`src/rtl/game_turn_ctrl_if.sv`:
```
// Game-flow bus between the turn controller and its surroundings (mouse, link, display).
// The slave modport is the controller's view; master is the environment driving it.
interface game_turn_ctrl_if;
   logic       start_btn;
   logic [7:0] player_cor;
   logic [7:0] enemy_cor;
   logic       place_valid;
   logic [7:0] place_cor;
   logic       shot_valid;
   logic [7:0] shot_cor;
   logic       shot_ready;
   logic       result_valid;
   logic       result_hit;
   logic       eshot_valid;
   logic [7:0] eshot_cor;
   logic       ehit_valid;
   logic       ehit;
   logic [2:0] state;

   modport slave (
      input  start_btn, player_cor, enemy_cor, shot_ready, result_valid, result_hit,
             eshot_valid, eshot_cor,
      output place_valid, place_cor, shot_valid, shot_cor, ehit_valid, ehit, state
   );

   modport master (
      output start_btn, player_cor, enemy_cor, shot_ready, result_valid, result_hit,
             eshot_valid, eshot_cor,
      input  place_valid, place_cor, shot_valid, shot_cor, ehit_valid, ehit, state
   );
endinterface

```
`src/rtl/game_turn_ctrl.sv`:
```
// Turn-based game-flow FSM: ship placement, shot handshake with the link, enemy shot
// resolution against the own-ship bitmap, and win/lose detection. All outputs registered.
module game_turn_ctrl #(
   parameter int unsigned SHIP_CELLS = 10,
   parameter bit          FIRST_MOVE = 1'b1
) (
   input logic              clk,
   input logic              rst,
   game_turn_ctrl_if.slave  bus
);

   localparam int unsigned CW    = 8;
   localparam int unsigned CELLS = 256;
   localparam logic [7:0]  NONE  = 8'hFF;
   localparam logic [CW-1:0] TARGET = CW'(SHIP_CELLS);

   typedef enum logic [2:0] {
      SETUP      = 3'd0,
      READY      = 3'd1,
      AIM        = 3'd2,
      SEND       = 3'd3,
      WAIT_RES   = 3'd4,
      WAIT_ENEMY = 3'd5,
      WIN        = 3'd6,
      LOSE       = 3'd7
   } state_e;

   state_e            state_q, state_d;
   logic [7:0]        player_cor_q, enemy_cor_q;
   logic              start_btn_q;
   logic [CELLS-1:0]  own_q, own_d;
   logic [CELLS-1:0]  fired_q, fired_d;
   logic [CW-1:0]     placed_q, placed_d;
   logic [CW-1:0]     hits_q, hits_d;
   logic [CW-1:0]     losses_q, losses_d;
   logic              place_valid_q, place_valid_d;
   logic [7:0]        place_cor_q, place_cor_d;
   logic              shot_valid_q, shot_valid_d;
   logic [7:0]        shot_cor_q, shot_cor_d;
   logic              ehit_valid_q, ehit_valid_d;
   logic              ehit_q, ehit_d;

   // Press-edge detection: a held or dragged coordinate produces only one event.
   logic player_evt_c, enemy_evt_c, start_evt_c;
   assign player_evt_c = (bus.player_cor != NONE) && (player_cor_q == NONE);
   assign enemy_evt_c  = (bus.enemy_cor  != NONE) && (enemy_cor_q  == NONE);
   assign start_evt_c  = bus.start_btn & ~start_btn_q;

   always_ff @(posedge clk) begin
      if (rst) begin
         state_q       <= SETUP;
         player_cor_q  <= NONE;
         enemy_cor_q   <= NONE;
         start_btn_q   <= 1'b0;
         own_q         <= '0;
         fired_q       <= '0;
         placed_q      <= '0;
         hits_q        <= '0;
         losses_q      <= '0;
         place_valid_q <= 1'b0;
         place_cor_q   <= NONE;
         shot_valid_q  <= 1'b0;
         shot_cor_q    <= NONE;
         ehit_valid_q  <= 1'b0;
         ehit_q        <= 1'b0;
      end else begin
         state_q       <= state_d;
         player_cor_q  <= bus.player_cor;
         enemy_cor_q   <= bus.enemy_cor;
         start_btn_q   <= bus.start_btn;
         own_q         <= own_d;
         fired_q       <= fired_d;
         placed_q      <= placed_d;
         hits_q        <= hits_d;
         losses_q      <= losses_d;
         place_valid_q <= place_valid_d;
         place_cor_q   <= place_cor_d;
         shot_valid_q  <= shot_valid_d;
         shot_cor_q    <= shot_cor_d;
         ehit_valid_q  <= ehit_valid_d;
         ehit_q        <= ehit_d;
      end
   end

   always_comb begin
      state_d       = state_q;
      own_d         = own_q;
      fired_d       = fired_q;
      placed_d      = placed_q;
      hits_d        = hits_q;
      losses_d      = losses_q;
      place_valid_d = 1'b0;
      place_cor_d   = place_cor_q;
      shot_valid_d  = shot_valid_q;
      shot_cor_d    = shot_cor_q;
      ehit_valid_d  = 1'b0;
      ehit_d        = ehit_q;

      unique case (state_q)
         SETUP: begin
            if (player_evt_c && !own_q[bus.player_cor]) begin
               own_d[bus.player_cor] = 1'b1;
               placed_d              = placed_q + CW'(1);
               place_valid_d         = 1'b1;
               place_cor_d           = bus.player_cor;
               if (placed_d == TARGET) state_d = READY;
            end
         end
         READY: begin
            if (start_evt_c) state_d = FIRST_MOVE ? AIM : WAIT_ENEMY;
         end
         AIM: begin
            if (enemy_evt_c && !fired_q[bus.enemy_cor]) begin
               fired_d[bus.enemy_cor] = 1'b1;
               shot_cor_d             = bus.enemy_cor;
               shot_valid_d           = 1'b1;
               state_d                = SEND;
            end
         end
         SEND: begin
            if (shot_valid_q && bus.shot_ready) begin
               shot_valid_d = 1'b0;
               state_d      = WAIT_RES;
            end
         end
         WAIT_RES: begin
            if (bus.result_valid) begin
               if (bus.result_hit) begin
                  hits_d  = hits_q + CW'(1);
                  state_d = (hits_d == TARGET) ? WIN : AIM;
               end else begin
                  state_d = WAIT_ENEMY;
               end
            end
         end
         WAIT_ENEMY: begin
            if (bus.eshot_valid) begin
               ehit_valid_d = 1'b1;
               ehit_d       = own_q[bus.eshot_cor];
               // A hit sinks that cell so a repeated shot there reads as a miss.
               if (own_q[bus.eshot_cor]) begin
                  own_d[bus.eshot_cor] = 1'b0;
                  losses_d             = losses_q + CW'(1);
                  if (losses_d == TARGET) state_d = LOSE;
               end else begin
                  state_d = AIM;
               end
            end
         end
         WIN, LOSE: begin
            if (start_evt_c) begin
               state_d     = SETUP;
               own_d       = '0;
               fired_d     = '0;
               placed_d    = '0;
               hits_d      = '0;
               losses_d    = '0;
               place_cor_d = NONE;
               shot_cor_d  = NONE;
            end
         end
         default: state_d = SETUP;
      endcase
   end

   assign bus.state       = state_q;
   assign bus.place_valid = place_valid_q;
   assign bus.place_cor   = place_cor_q;
   assign bus.shot_valid  = shot_valid_q;
   assign bus.shot_cor    = shot_cor_q;
   assign bus.ehit_valid  = ehit_valid_q;
   assign bus.ehit        = ehit_q;

endmodule

```
`src/flat_wrapper.sv`:
```
// flat-port wrapper written by rule: the top's interface ports become plain ports
module game_turn_ctrl_flat 
#(
   parameter int unsigned SHIP_CELLS = 10,
   parameter bit          FIRST_MOVE = 1'b1
)
  (clk, rst, bus_start_btn, bus_player_cor, bus_enemy_cor, bus_shot_ready, bus_result_valid, bus_result_hit, bus_eshot_valid, bus_eshot_cor, bus_place_valid, bus_place_cor, bus_shot_valid, bus_shot_cor, bus_ehit_valid, bus_ehit, bus_state);
  game_turn_ctrl_if bus_i ();
  input logic clk;
  input logic rst;
  input wire logic [$bits(bus_i.start_btn)-1:0] bus_start_btn;
  input wire logic [$bits(bus_i.player_cor)-1:0] bus_player_cor;
  input wire logic [$bits(bus_i.enemy_cor)-1:0] bus_enemy_cor;
  input wire logic [$bits(bus_i.shot_ready)-1:0] bus_shot_ready;
  input wire logic [$bits(bus_i.result_valid)-1:0] bus_result_valid;
  input wire logic [$bits(bus_i.result_hit)-1:0] bus_result_hit;
  input wire logic [$bits(bus_i.eshot_valid)-1:0] bus_eshot_valid;
  input wire logic [$bits(bus_i.eshot_cor)-1:0] bus_eshot_cor;
  output wire logic [$bits(bus_i.place_valid)-1:0] bus_place_valid;
  output wire logic [$bits(bus_i.place_cor)-1:0] bus_place_cor;
  output wire logic [$bits(bus_i.shot_valid)-1:0] bus_shot_valid;
  output wire logic [$bits(bus_i.shot_cor)-1:0] bus_shot_cor;
  output wire logic [$bits(bus_i.ehit_valid)-1:0] bus_ehit_valid;
  output wire logic [$bits(bus_i.ehit)-1:0] bus_ehit;
  output wire logic [$bits(bus_i.state)-1:0] bus_state;
  assign bus_i.start_btn = bus_start_btn;
  assign bus_i.player_cor = bus_player_cor;
  assign bus_i.enemy_cor = bus_enemy_cor;
  assign bus_i.shot_ready = bus_shot_ready;
  assign bus_i.result_valid = bus_result_valid;
  assign bus_i.result_hit = bus_result_hit;
  assign bus_i.eshot_valid = bus_eshot_valid;
  assign bus_i.eshot_cor = bus_eshot_cor;
  assign bus_place_valid = bus_i.place_valid;
  assign bus_place_cor = bus_i.place_cor;
  assign bus_shot_valid = bus_i.shot_valid;
  assign bus_shot_cor = bus_i.shot_cor;
  assign bus_ehit_valid = bus_i.ehit_valid;
  assign bus_ehit = bus_i.ehit;
  assign bus_state = bus_i.state;
  game_turn_ctrl #(.SHIP_CELLS(SHIP_CELLS), .FIRST_MOVE(FIRST_MOVE)) u_core (.clk(clk), .rst(rst), .bus(bus_i));
endmodule
```
`config.mk`:
```
export PLATFORM = sky130hd
export DESIGN_NAME = game_turn_ctrl_flat
export DESIGN_NICKNAME = d
export VERILOG_FILES = /design/src/rtl/game_turn_ctrl_if.sv /design/src/rtl/game_turn_ctrl.sv /design/src/flat_wrapper.sv
export SDC_FILE = /design/constraint.sdc
export NUM_CORES = 1
export LEC_CHECK = 0
export CAP_MARGIN = 0
export CORE_ASPECT_RATIO = 0.7
export CORE_MARGIN = 2
export CORE_UTILIZATION = 23
export CTS_BUF_LIST = sky130_fd_sc_hd__clkbuf_16
export DETAILED_ROUTE_END_ITERATION = 7
export PLACE_DENSITY = 0.39
export SYNTH_ARGS = -nofsm -noshare
export SYNTH_HDL_FRONTEND = slang
export SYNTH_SLANG_ARGS = --single-unit
```
`constraint.sdc`:
```
create_clock -name clk -period 4.8 [get_ports clk]
set_clock_uncertainty 0.15 [all_clocks]
set_input_delay 0.48 -clock clk [delete_from_list [all_inputs] [get_ports clk]]
set_output_delay 0.48 -clock clk [all_outputs]
set_load 0.02 [all_outputs]
```
# Yosys cells after proc, flatten, opt, wreduce, memory -nomap -nowiden
# Cells that the tools add are included.
# op_classes
n_eq_ne,25
muxes,51
order_cmp,6
n_mul,0
div_mod_pow,0
n_reduce_logical,28
n_shift,0
bitwise,8
n_addsub,3
# ops
cell,count
256-bit 2-to-1 mux,5
256-bit one-hot mux with 3 select lines,1
256-bit OR,2
256-bit one-hot mux with 2 select lines,1
256-bit AND,1
256-bit NOT,1
8-bit one-hot mux with 2 select lines,5
8-bit 2-to-1 mux,9
3-bit 2-to-1 mux,12
"8-bit by 9-bit less-than comparator with 1-bit output, second input constant",3
"8-bit by 1-bit adder with 8-bit output, second input constant",3
1-bit binary-select mux with 8-bit select,3
1-bit demux with 8-bit select,3
"8-bit by 4-bit == test with 1-bit output, second input constant",3
"8-bit by 1-bit greater-or-equal comparator with 1-bit output, second input constant",3
3-bit one-hot mux with 7 select lines,1
"8-bit == test, second input constant",2
"8-bit != test, second input constant",2
"2-bit by 1-bit != test with 1-bit output, second input constant",7
"3-bit == test, second input constant",4
1-bit 2-to-1 mux,10
2-bit nonzero test,5
3-bit AND reduction,3
9-bit AND reduction,1
15 further kinds,31
# word_totals
latchBits,0
out_inout_bits,23
mem_bits_ro,0
ramBits,0
reg_bits,576
mem_count,0

# Logic depth before layout (Yosys ltp)
# Gate-level depths: netlist of the first run.
# depth
ltp_word,9
ltp_mapped,17
mapped_depth_nobuf,10

# Worst setup path before layout of the first run
# OpenSTA, ideal clock, no wires.
# synth_timing
path_kind,input -> register
startpoint,input bus_player_cor[1]
endpoint,register u_core.own_q[208]
path_buffers,6
path_slack_ps,796
path_stages,16
arrival_ps,3769
setup_time_ps,86
required_ps,4564
path_cell_list,buf_2 > buf_2 > clkbuf_1 > buf_1 > mux2i_1 > nand2_1 > nand3_1 > nand3_1 > o31ai_1 > nor2_1 > or3_1 > a21oi_1 > buf_2 > buf_2 > a31oi_1 > a211oi_1
# synth_via
elab_chain_cells,7
elab_cells_between_ends,16
classes_between,order compare: 2; eq/ne: 2; mux: 6; bitwise: 1; reduce/logical: 5
# synth_lines
item,line,text
from (decl),flat_wrapper.sv:12,input wire logic [$bits(bus_i.player_cor)-1:0] bus_player_cor;
8-bit by 9-bit less-than comparator with 1-bit output (not written as such) / 8-bit by 1-bit greater-or-equal comparator with 1-bit output (equally long branches),game_turn_ctrl.sv:102,own_d[bus.player_cor] = 1'b1;
1-bit logical AND (not written as such),game_turn_ctrl.sv:102,
1-bit 2-to-1 mux (not written as such),game_turn_ctrl.sv:102,
1-bit demux with 8-bit select,-,
256-bit OR (no source line),-,
256-bit 2-to-1 mux,game_turn_ctrl.sv:101,if (player_evt_c && !own_q[bus.player_cor]) begin
256-bit one-hot mux with 3 select lines,game_turn_ctrl.sv:99,unique case (state_q)
to (signal assigned),game_turn_ctrl.sv:71,own_q <= own_d;
to (decl),game_turn_ctrl.sv:31,"logic [CELLS-1:0] own_q, own_d;"
# Several ways; a longest one is shown, not always the timed one. The select of a mux whose other input is x is not followed.
# A chain may end at the register's enable or synchronous reset.

# Worst setup path in the final report of the first run
# layout_timing
startpoint,input bus_eshot_cor[0]
endpoint,register u_core.own_q[26]
# layout_via
elab_chain_cells,9
elab_cells_between_ends,14
classes_between,order compare: 2; eq/ne: 1; mux: 7; bitwise: 2; reduce/logical: 2
# layout_lines
item,line,text
from (decl),flat_wrapper.sv:18,input wire logic [$bits(bus_i.eshot_cor)-1:0] bus_eshot_cor;
8-bit by 9-bit less-than comparator with 1-bit output (not written as such) / 8-bit by 1-bit greater-or-equal comparator with 1-bit output (equally long branches),game_turn_ctrl.sv:142,own_d[bus.eshot_cor] = 1'b0;
1-bit logical AND (not written as such),game_turn_ctrl.sv:142,
1-bit 2-to-1 mux (not written as such),game_turn_ctrl.sv:142,
1-bit demux with 8-bit select,-,
256-bit NOT (no source line),-,
256-bit AND (no source line),-,
256-bit 2-to-1 mux,game_turn_ctrl.sv:141,if (own_q[bus.eshot_cor]) begin
256-bit 2-to-1 mux,game_turn_ctrl.sv:137,if (bus.eshot_valid) begin
256-bit one-hot mux with 3 select lines,game_turn_ctrl.sv:99,
# Several ways; a longest one is shown, not always the timed one. The select of a mux whose other input is x is not followed.

==> results_tabular.tex, run 1 <==
\begin{tabular}{lr}
\hline
Metric & Value \\
\hline
\multicolumn{2}{l}{\textbf{Placement}} \\
Post-placement setup slack & -68.3 ps \\
Detailed placement HPWL & 86,500 um \\
Final weighted congestion in routability-driven placement & 0.868 \\
Count of input and output buffers & 53 \\
Post-placement cell count & 4,913 \\
\multicolumn{2}{l}{\textbf{CTS}} \\
Number of gates resized after cts & 0 \\
Total number of clock tree sinks & 576 \\
Cts bufs inserted & 73 \\
Hold buffer count at CTS & 0 \\
TritonCTS clock tree & done \\
Number of buffers inserted to repair setup after CTS & 0 \\
Deepest level of the CTS H-tree & 3 \\
Clock-pin transition on the worst setup and hold timing paths & 50 ps \\
Buffer cell driving the clock tree root & sky130\_fd\_sc\_hd\_\_clkbuf\_16 \\
Buffer depth of the longest clock path & 3 \\
Worst-Skew Late Latency & 670 ps \\
\multicolumn{2}{l}{\textbf{STA}} \\
Max Freq & 225 MHz \\
Period utilisation layout & 92.7\% \\
Number of setup violations in the final report & 0 \\
Number of hold-slack violations in the final timing report & 0 \\
Count of final max-slew check failures & 0 \\
Final critical delay including setup and external delays & 4450 ps \\
Relative max-transition margin & 29.2\% \\
Slew of the pin with the lowest slew margin & 1060 ps \\
Unrepaired setup endpoints after global routing & no \\
Final worst setup slack & 351 ps \\
\multicolumn{2}{l}{\textbf{Logic synthesis}} \\
Biggest area consumer among synthesized cells & sky130\_fd\_sc\_hd\_\_dfxtp\_1 \\
Synth Instances & 3,262 \\
Adder-cell share of the synthesized area & 0.253\% \\
Post-synth net total & 3,299 \\
Average footprint of a synthesized cell & 9.11 um2 \\
FFs w/ async S/R, synth & 0\% \\
Leading cell types by total area after synthesis & sky130\_fd\_sc\_hd\_\_dfxtp\_1 (39\%), sky130\_fd\_sc\_hd\_\_mux4\_2 (9.8\%), sky130\_fd\_sc\_hd\_\_a211oi\_1 (6.7\%) \\
Multiplexer area fraction after synthesis & 15.7\% \\
Complex-gate fraction of the synthesized area & 27.9\% \\
Proportion of synthesized chip area in sequential cells & 38.8\% \\
Cell area after synthesis & 0.0297 mm2 \\
Simple logic cell fraction of the synthesized area & 11.9\% \\
Number of enable flip-flop cells after synthesis & 0 \\
Largest family of logic cells by synthesized area & compound AO/OA/AOI/OAI gates \\
Number of synthesized register bits & 576 \\
Number of library cell types mapped by synthesis & 71 \\
Number of warnings issued by yosys & 0 \\
Fraction of post-synthesis cell area in the top cell type by area & 38.8\% \\
Synth Flop Type & sky130\_fd\_sc\_hd\_\_dfxtp\_1 \\
Xor and xnor fraction of the mapped netlist area & 0.177\% \\
\multicolumn{2}{l}{\textbf{Routing}} \\
Average detailed-routed wire length per instance & 26.4 um \\
Total detailed-routing wirelength & 133,000 um \\
Number of violations reported at the end of detailed-routing iteration 0 & 3,068 \\
Antenna viol nets, final & 0 \\
DRC violations left & 0 \\
Routed vias & 27,800 \\
Via/cell ratio & 5.52 \\
1st-pass router iterations & 5 \\
\multicolumn{2}{l}{\textbf{Flow run}} \\
Max capacitance violation total & 0 \\
\multicolumn{2}{l}{\textbf{Die}} \\
Row count & 110 \\
Chip height & 305 um \\
Starting utilization of the core area & 23.1\% \\
Total Die Area & 0.132 mm2 \\
Die boundary width & 434 um \\
Top-Level Pins & 54 \\
Area inside the core boundary & 0.128 mm2 \\
\multicolumn{2}{l}{\textbf{Power and ir drop}} \\
Power density over the cells & 313 mW/mm2 \\
Maximum vdd ir drop & 0.199 mV \\
Leakage power total & 10.8 nW \\
\multicolumn{2}{l}{\textbf{Critical path}} \\
Kind of launch point of the worst setup path & input pin \\
Data arrival time of the worst path & 4780 ps \\
Crit. End Element & flop \\
Category of the most critical setup path & input pin to flop \\
Maximum net fanout on the critical path & 69 \\
Endpoint required time on the critical path & 5130 ps \\
\multicolumn{2}{l}{\textbf{GRT}} \\
Antenna violations before repair & 5 \\
Residual overflow from global routing & 0 \\
Via count of the first global-routing pass & 26,000 \\
First-pass GRT wire length & 194,000 um \\
Overall global routing resource usage & 19.7\% \\
Pin count of the biggest net entering global routing & 156 \\
\multicolumn{2}{l}{\textbf{Layout}} \\
Fraction of layout cells with a size suffix above 1 & 17.5\% \\
Final-stage net count & 3,290 \\
Number of diodes & 0 \\
Final instance count without filler cells & 5,040 \\
Post-synthesis to final-layout area growth & 18.9\% \\
\multicolumn{2}{l}{\textbf{Min path}} \\
Class of the tightest hold or removal check & input pin to flop \\
\multicolumn{2}{l}{\textbf{Status}} \\
Run status & finished, final reports clean \\
\hline
\end{tabular}
per-layer routing:
metal	up-vias	part of all wire, %	track usage (%)
met5	-	0	0
met2	1129	39	25.6
met1	14000	50	30.6
met4	0	2.3	4.85
li1	12600	-	-
met3	181	9.1	5.79
critical path: stages:
cell and delay [ps]:
sky130_fd_sc_hd__buf_6 270, sky130_fd_sc_hd__buf_12 320, sky130_fd_sc_hd__buf_12 280, sky130_fd_sc_hd__mux2i_1 170, sky130_fd_sc_hd__a22o_1 260, sky130_fd_sc_hd__nor3_1 560
sky130_fd_sc_hd__a31oi_1 150, sky130_fd_sc_hd__a31oi_1 230, sky130_fd_sc_hd__or4b_1 300, sky130_fd_sc_hd__a31oi_1 120, sky130_fd_sc_hd__buf_4 180, sky130_fd_sc_hd__nor2_4 770
sky130_fd_sc_hd__buf_12 390, sky130_fd_sc_hd__a211oi_1 140
final cells by class:
cell class	instances	area, um2
clock inverter	49	269
tap	1736	2170
sequential	576	11500
multi-input combinational	2325	16800
timing repair buffer	266	2570
clock buffer	77	1930
fill	13700	93100
inverter	11	41.3
flip-flops by register name, indices dropped and copies added (netlist names), 8 cells and up:
signal and flops:
u_core.fired_q 256, u_core.hits_q 8, u_core.own_q 256, u_core.player_cor_q 8
u_core.placed_q 8, u_core.enemy_cor_q 8, u_core.losses_q 8, u_core.bus.shot_cor 8
u_core.bus.place_cor 8
report_power, final:
group / internal [mW] / switching (mW) / total [mW]
Combinational: 0.289 / 0.685 / 0.974
Sequential: 4.80 / 0.0120 / 4.81
Clock: 2.98 / 2.30 / 5.29
Total: 8.07 / 3.00 / 11.1
logic make-up (layout without fill, tap and decap cells):
| logic type | count (synthesis) | in the layout |
|---|---|---|
| AOI/OAI and AO/OA | 1220 | 1220 |
| adders and majority gates | 6 | 6 |
| buffers and inverters | 361 | 403 |
| and+or+nand+nor | 789 | 789 |
| DFF | 576 | 576 |
| muxes | 304 | 304 |
| xor gates and xnor gates | 6 | 6 |
stage by stage:
step	setup TNS [ps]	utilization (%)	area, um2	hold slack (ps)	power [mW]
after floorplan	0	-	29700	270	5.40
after global routing	0	27.5	35300	196	11.4
final	0	27.5	35300	174	11.1
after CTS	0	27.5	35300	157	11.2
after global placement	-5790	25.8	33100	281	5.87
after detailed placement	-4490	25.8	33100	288	5.86
path summary, 6_finish.rpt:
| path | start | slack, ps | endpoint | depth (start not counted) |
|---|---|---|---|---|
| setup / recovery | bus_eshot_cor[0] | 350 | u_core.own_q[26]$_SDFFE_PP0P_ | 14 |
| hold / removal | bus_enemy_cor[0] | 170 | u_core.bus.shot_cor[0]$_SDFFE_PP1P_ | 2 |
| setup reg to reg | u_core.player_cor_q[7]$_SDFF_PP1_ | 680 | u_core.own_q[17]$_SDFFE_PP0P_ | 12 |
| hold reg to reg | u_core.fired_q[163]$_SDFFE_PP0P_ | 290 | u_core.fired_q[163]$_SDFFE_PP0P_ | 2 |
synth_stat cells, drive strengths merged (8+ instances only):
library cell,n
a211oi,267
nor2,93
nor4,10
a31oi,266
mux4,129
nand2b,18
or3,9
and2,9
o22ai,8
nand2,447
mux2,8
or2,21
inv,11
mux2i,167
and3,9
clkbuf,243
dfxtp,576
a22oi,56
o211ai,256
nand4,16
nand3b,8
nor3,34
buf,107
nor2b,31
o22a,9
o21ai,275
nand3,58
a21oi,47
cell usage in the layout, fill, tap and decap left out, types with 6 or more instances in the layout:
master                            synthesis  final
sky130_fd_sc_hd__and3_1                   9      9
sky130_fd_sc_hd__a22oi_1                 56     56
sky130_fd_sc_hd__mux4_2                 129    129
sky130_fd_sc_hd__or3_1                    9      8
sky130_fd_sc_hd__dfxtp_1                576    576
sky130_fd_sc_hd__nor3_2                   0      9
sky130_fd_sc_hd__buf_4                   10    180
sky130_fd_sc_hd__ha_1                     6      6
sky130_fd_sc_hd__o211ai_1               256    256
sky130_fd_sc_hd__nor4_1                  10      8
sky130_fd_sc_hd__nand2_1                447    442
sky130_fd_sc_hd__a211oi_1               267    267
sky130_fd_sc_hd__mux2_2                   8      8
sky130_fd_sc_hd__nand3_1                 58     57
sky130_fd_sc_hd__nor3_1                  34     25
sky130_fd_sc_hd__clkinv_1                 0     16
sky130_fd_sc_hd__nor2_2                   0     12
sky130_fd_sc_hd__a22o_1                   7      7
sky130_fd_sc_hd__o22ai_1                  7      7
sky130_fd_sc_hd__clkbuf_16                0     77
sky130_fd_sc_hd__or2_2                   18     18
sky130_fd_sc_hd__nor2_1                  93     78
sky130_fd_sc_hd__and2_1                   9      9
sky130_fd_sc_hd__nand3b_1                 8      8
sky130_fd_sc_hd__mux2i_1                167    167
sky130_fd_sc_hd__nor2b_1                 31     27
sky130_fd_sc_hd__a21oi_1                 47     46
sky130_fd_sc_hd__clkinv_2                 0      9
sky130_fd_sc_hd__nand2b_1                18     18
sky130_fd_sc_hd__clkdlybuf4s50_1          0     43
sky130_fd_sc_hd__o21ai_2                 60     60
sky130_fd_sc_hd__inv_1                   10     27
sky130_fd_sc_hd__o21ai_1                141    141
sky130_fd_sc_hd__buf_12                   0     35
sky130_fd_sc_hd__o21ai_0                 74     74
sky130_fd_sc_hd__o22a_1                   9      9
sky130_fd_sc_hd__a31oi_1                266    266
sky130_fd_sc_hd__nand4_1                 16     16
Note: power is estimated with default switching activity, not from simulation.
==> run 2: changes to the inputs <==
- PLACE_DENSITY: 0.39 -> not set
- PLACE_DENSITY_LB_ADDON: not set -> 0.25
==> results_tabular.tex, run 2 (synthesis results as in run 1) <==
\begin{tabular}{lr}
\hline
Metric & Value \\
\hline
\multicolumn{2}{l}{\textbf{STA}} \\
Slew of the pin with the lowest slew margin & 1100 ps (+34.1 ps) \\
Period utilisation layout & 84.4\% (-8.3 points) \\
Relative max-transition margin & 26.9\% (-2.3 points) \\
Post-Route Setup TNS & 0 ps (unchanged) \\
Max Freq & 247 MHz (+9.8\%) \\
Final critical delay including setup and external delays & 4050 ps (-397 ps) \\
Worst hold margin & 125 ps (-49.6 ps) \\
Count of final max-slew check failures & 0 (unchanged) \\
Unrepaired setup endpoints after global routing & no \\
Number of setup violations in the final report & 0 (unchanged) \\
Number of hold-slack violations in the final timing report & 0 (unchanged) \\
\multicolumn{2}{l}{\textbf{CTS}} \\
Number of buffers inserted to repair setup after CTS & 0 (unchanged) \\
Buffer depth of the longest clock path & 3 (unchanged) \\
Clock-pin transition on the worst setup and hold timing paths & 60 ps (about the same) \\
Number of gates resized after cts & 0 (unchanged) \\
Cts bufs inserted & 71 (-2.7\%) \\
Worst-Skew Late Latency & 700 ps (+30 ps) \\
Total number of clock tree sinks & 576 (unchanged) \\
Buffer cell driving the clock tree root & sky130\_fd\_sc\_hd\_\_clkbuf\_16 \\
Deepest level of the CTS H-tree & 3 (unchanged) \\
Hold buffer count at CTS & 0 (unchanged) \\
TritonCTS clock tree & done \\
\multicolumn{2}{l}{\textbf{Placement}} \\
Detailed placement HPWL & 80,400 um (-7.0\%) \\
Final weighted congestion in routability-driven placement & 0.929 (+7.0\%) \\
Count of input and output buffers & 53 (unchanged) \\
\multicolumn{2}{l}{\textbf{Routing}} \\
Routed vias & 27,900 (+0.20\%) \\
Top layer in use & met4 \\
DRC violations left & 0 (unchanged) \\
Antenna viol nets, final & 0 (unchanged) \\
1st-pass router iterations & 7 (+2) \\
Number of violations reported at the end of detailed-routing iteration 0 & 3,489 (+14\%) \\
Metal1 wirelength & 61,100 um (-7.7\%) \\
Via/cell ratio & 5.55 (+0.48\%) \\
Total detailed-routing wirelength & 125,000 um (-6.0\%) \\
Average detailed-routed wire length per instance & 24.9 um (-5.7\%) \\
Length of routed met3 wiring & 11,200 um (-7.8\%) \\
Sum of met2 wire segment lengths after detailed routing & 49,700 um (-3.4\%) \\
\multicolumn{2}{l}{\textbf{GRT}} \\
Via count of the first global-routing pass & 26,000 (-0.027\%) \\
First-pass GRT wire length & 184,000 um (-4.9\%) \\
Overall global routing resource usage & 18.3\% (-1.3 points) \\
Pin count of the biggest net entering global routing & 217 (+39\%) \\
Residual overflow from global routing & 0 (unchanged) \\
Antenna violations before repair & 2 (-3) \\
\multicolumn{2}{l}{\textbf{Critical path}} \\
Kind of launch point of the worst setup path & input pin \\
Endpoint required time on the critical path & 5220 ps (+90 ps) \\
Category of the most critical setup path & input pin to flop \\
Worst Reg-to-Reg Cells & 12 (unchanged) \\
Maximum net fanout on the critical path & 75 (+8.7\%) \\
Destination of the critical timing path & u\_core.own\_q[25]\$\_SDFFE\_PP0P\_ \\
Origin of the worst setup path & bus\_eshot\_cor[1] \\
R2R setup slack & 760 ps (+80 ps) \\
Critical register-to-register path endpoint & u\_core.own\_q[103]\$\_SDFFE\_PP0P\_ \\
Worst reg2reg startpoint & u\_core.own\_q[55]\$\_SDFFE\_PP0P\_ \\
Crit. End Element & flop \\
Data arrival time of the worst path & 4470 ps (-310 ps) \\
\multicolumn{2}{l}{\textbf{Flow run}} \\
Max capacitance violation total & 0 (unchanged) \\
\multicolumn{2}{l}{\textbf{Die}} \\
Area inside the core boundary & 0.128 mm2 (unchanged) \\
Row count & 110 (unchanged) \\
Starting utilization of the core area & 23.1\% (unchanged) \\
Total Die Area & 0.132 mm2 (unchanged) \\
Top-Level Pins & 54 (unchanged) \\
Die boundary width & 434 um (unchanged) \\
Chip height & 305 um (unchanged) \\
\multicolumn{2}{l}{\textbf{Layout}} \\
Post-synthesis to final-layout area growth & 18.2\% \\
Commonest non-fill, non-tap cells in the layout & sky130\_fd\_sc\_hd\_\_dfxtp\_1 (576), sky130\_fd\_sc\_hd\_\_nand2\_1 (447), sky130\_fd\_sc\_hd\_\_a211oi\_1 (267) \\
Commonest non-fill, non-tap cell in the layout & sky130\_fd\_sc\_hd\_\_dfxtp\_1 \\
Fraction of layout cells with a size suffix above 1 & 16.8\% (-0.65 points) \\
Final-stage net count & 3,275 (-0.46\%) \\
Largest registers & u\_core.fired\_q (256), u\_core.own\_q (256) \\
\multicolumn{2}{l}{\textbf{Power and ir drop}} \\
Leakage power total & 10.7 nW (-1.1\%) \\
Power density over the cells & 310 mW/mm2 (-1.0\%) \\
Maximum vdd ir drop & 0.290 mV (+46\%) \\
\multicolumn{2}{l}{\textbf{Min path}} \\
Class of the tightest hold or removal check & input pin to flop \\
\multicolumn{2}{l}{\textbf{Status}} \\
Run status & finished, final reports clean \\
\hline
\end{tabular}
==> run 2: cell types whose count changed in the layout (fill, tap and decap cells not counted), moves of 2 or more <==
cell | previous run | this run
sky130_fd_sc_hd__buf_12 | 35 | 31
sky130_fd_sc_hd__buf_4 | 180 | 172
sky130_fd_sc_hd__clkbuf_16 | 77 | 71
sky130_fd_sc_hd__clkinv_1 | 16 | 18
sky130_fd_sc_hd__clkinv_16 | 0 | 7
sky130_fd_sc_hd__clkinvlp_4 | 3 | 1
sky130_fd_sc_hd__inv_6 | 2 | 0
sky130_fd_sc_hd__nand2_1 | 442 | 447
sky130_fd_sc_hd__nand2_2 | 5 | 0
sky130_fd_sc_hd__nor3_1 | 25 | 27
sky130_fd_sc_hd__nor3_2 | 9 | 7
==> run 2: metal layers <==
metal / GRT usage [%] / vias to the layer above
met3: 4.39 / 195
met4: 4.72 / 0
met1: 28.5 / 14000
met5: 0 / -
met2: 24.6 / 1232
li1: - / 12500
==> run 2: worst min path at each step <==
stage / start / endpoint / cells past startpoint
2_1_floorplan: u_core.fired_q[138]$_SDFFE_PP0P_ / u_core.fired_q[138]$_SDFFE_PP0P_ / 2
3_3_place_gp: u_core.fired_q[38]$_SDFFE_PP0P_ / u_core.fired_q[38]$_SDFFE_PP0P_ / 2
3_5_place_dp: u_core.fired_q[203]$_SDFFE_PP0P_ / u_core.fired_q[203]$_SDFFE_PP0P_ / 2
4_1_cts: rst / u_core.hits_q[0]$_SDFFE_PP0P_ / 2
5_1_grt: rst / u_core.hits_q[0]$_SDFFE_PP0P_ / 2
6_report: rst / u_core.bus.shot_valid$_SDFFE_PP0P_ / 2
==> run 2: layout make-up <==
type	instances	area [um2]
antenna	1	2.50
tap	1736	2170
timing repair buffer	253	2400
clock inverter	53	425
fill	13500	93300
clock buffer	71	1780
sequential	576	11500
multi-input combinational	2325	16800
inverter	11	41.3
==> run 2: critical path, cell delays in order <==
cell                              delay, ps
sky130_fd_sc_hd__clkdlybuf4s50_1        630
sky130_fd_sc_hd__nor2b_2                290
sky130_fd_sc_hd__buf_12                 200
sky130_fd_sc_hd__buf_4                  190
sky130_fd_sc_hd__a22oi_1                170
sky130_fd_sc_hd__a21oi_1                110
sky130_fd_sc_hd__nor3_1                 570
sky130_fd_sc_hd__nor2_1                  70
sky130_fd_sc_hd__or4b_1                 320
sky130_fd_sc_hd__a31oi_1                200
sky130_fd_sc_hd__a21oi_4                390
sky130_fd_sc_hd__buf_12                 370
sky130_fd_sc_hd__a31oi_1                140
sky130_fd_sc_hd__a211oi_1               240
==> run 2: where the power goes <==
group	switching [mW]	leakage (nW)	internal, mW	total (mW)
combinational	0.657	4.90	0.272	0.929
clock	2.37	1.12	2.79	5.16
sequential	0.0139	4.64	4.80	4.81
==> run 2: metrics by stage <==
stage	cell area, um2	util, %	total power, mW	instances	worst slack [ps]
2_1_floorplan	29700	-	5.40	3262	796
3_3_place_gp	32900	25.6	5.83	4901	181
3_5_place_dp	32900	25.6	5.82	4901	194
4_1_cts	35100	27.4	11.0	5025	778
5_1_grt	35100	27.4	11.2	5025	572
6_report	35100	27.4	10.9	5026	748
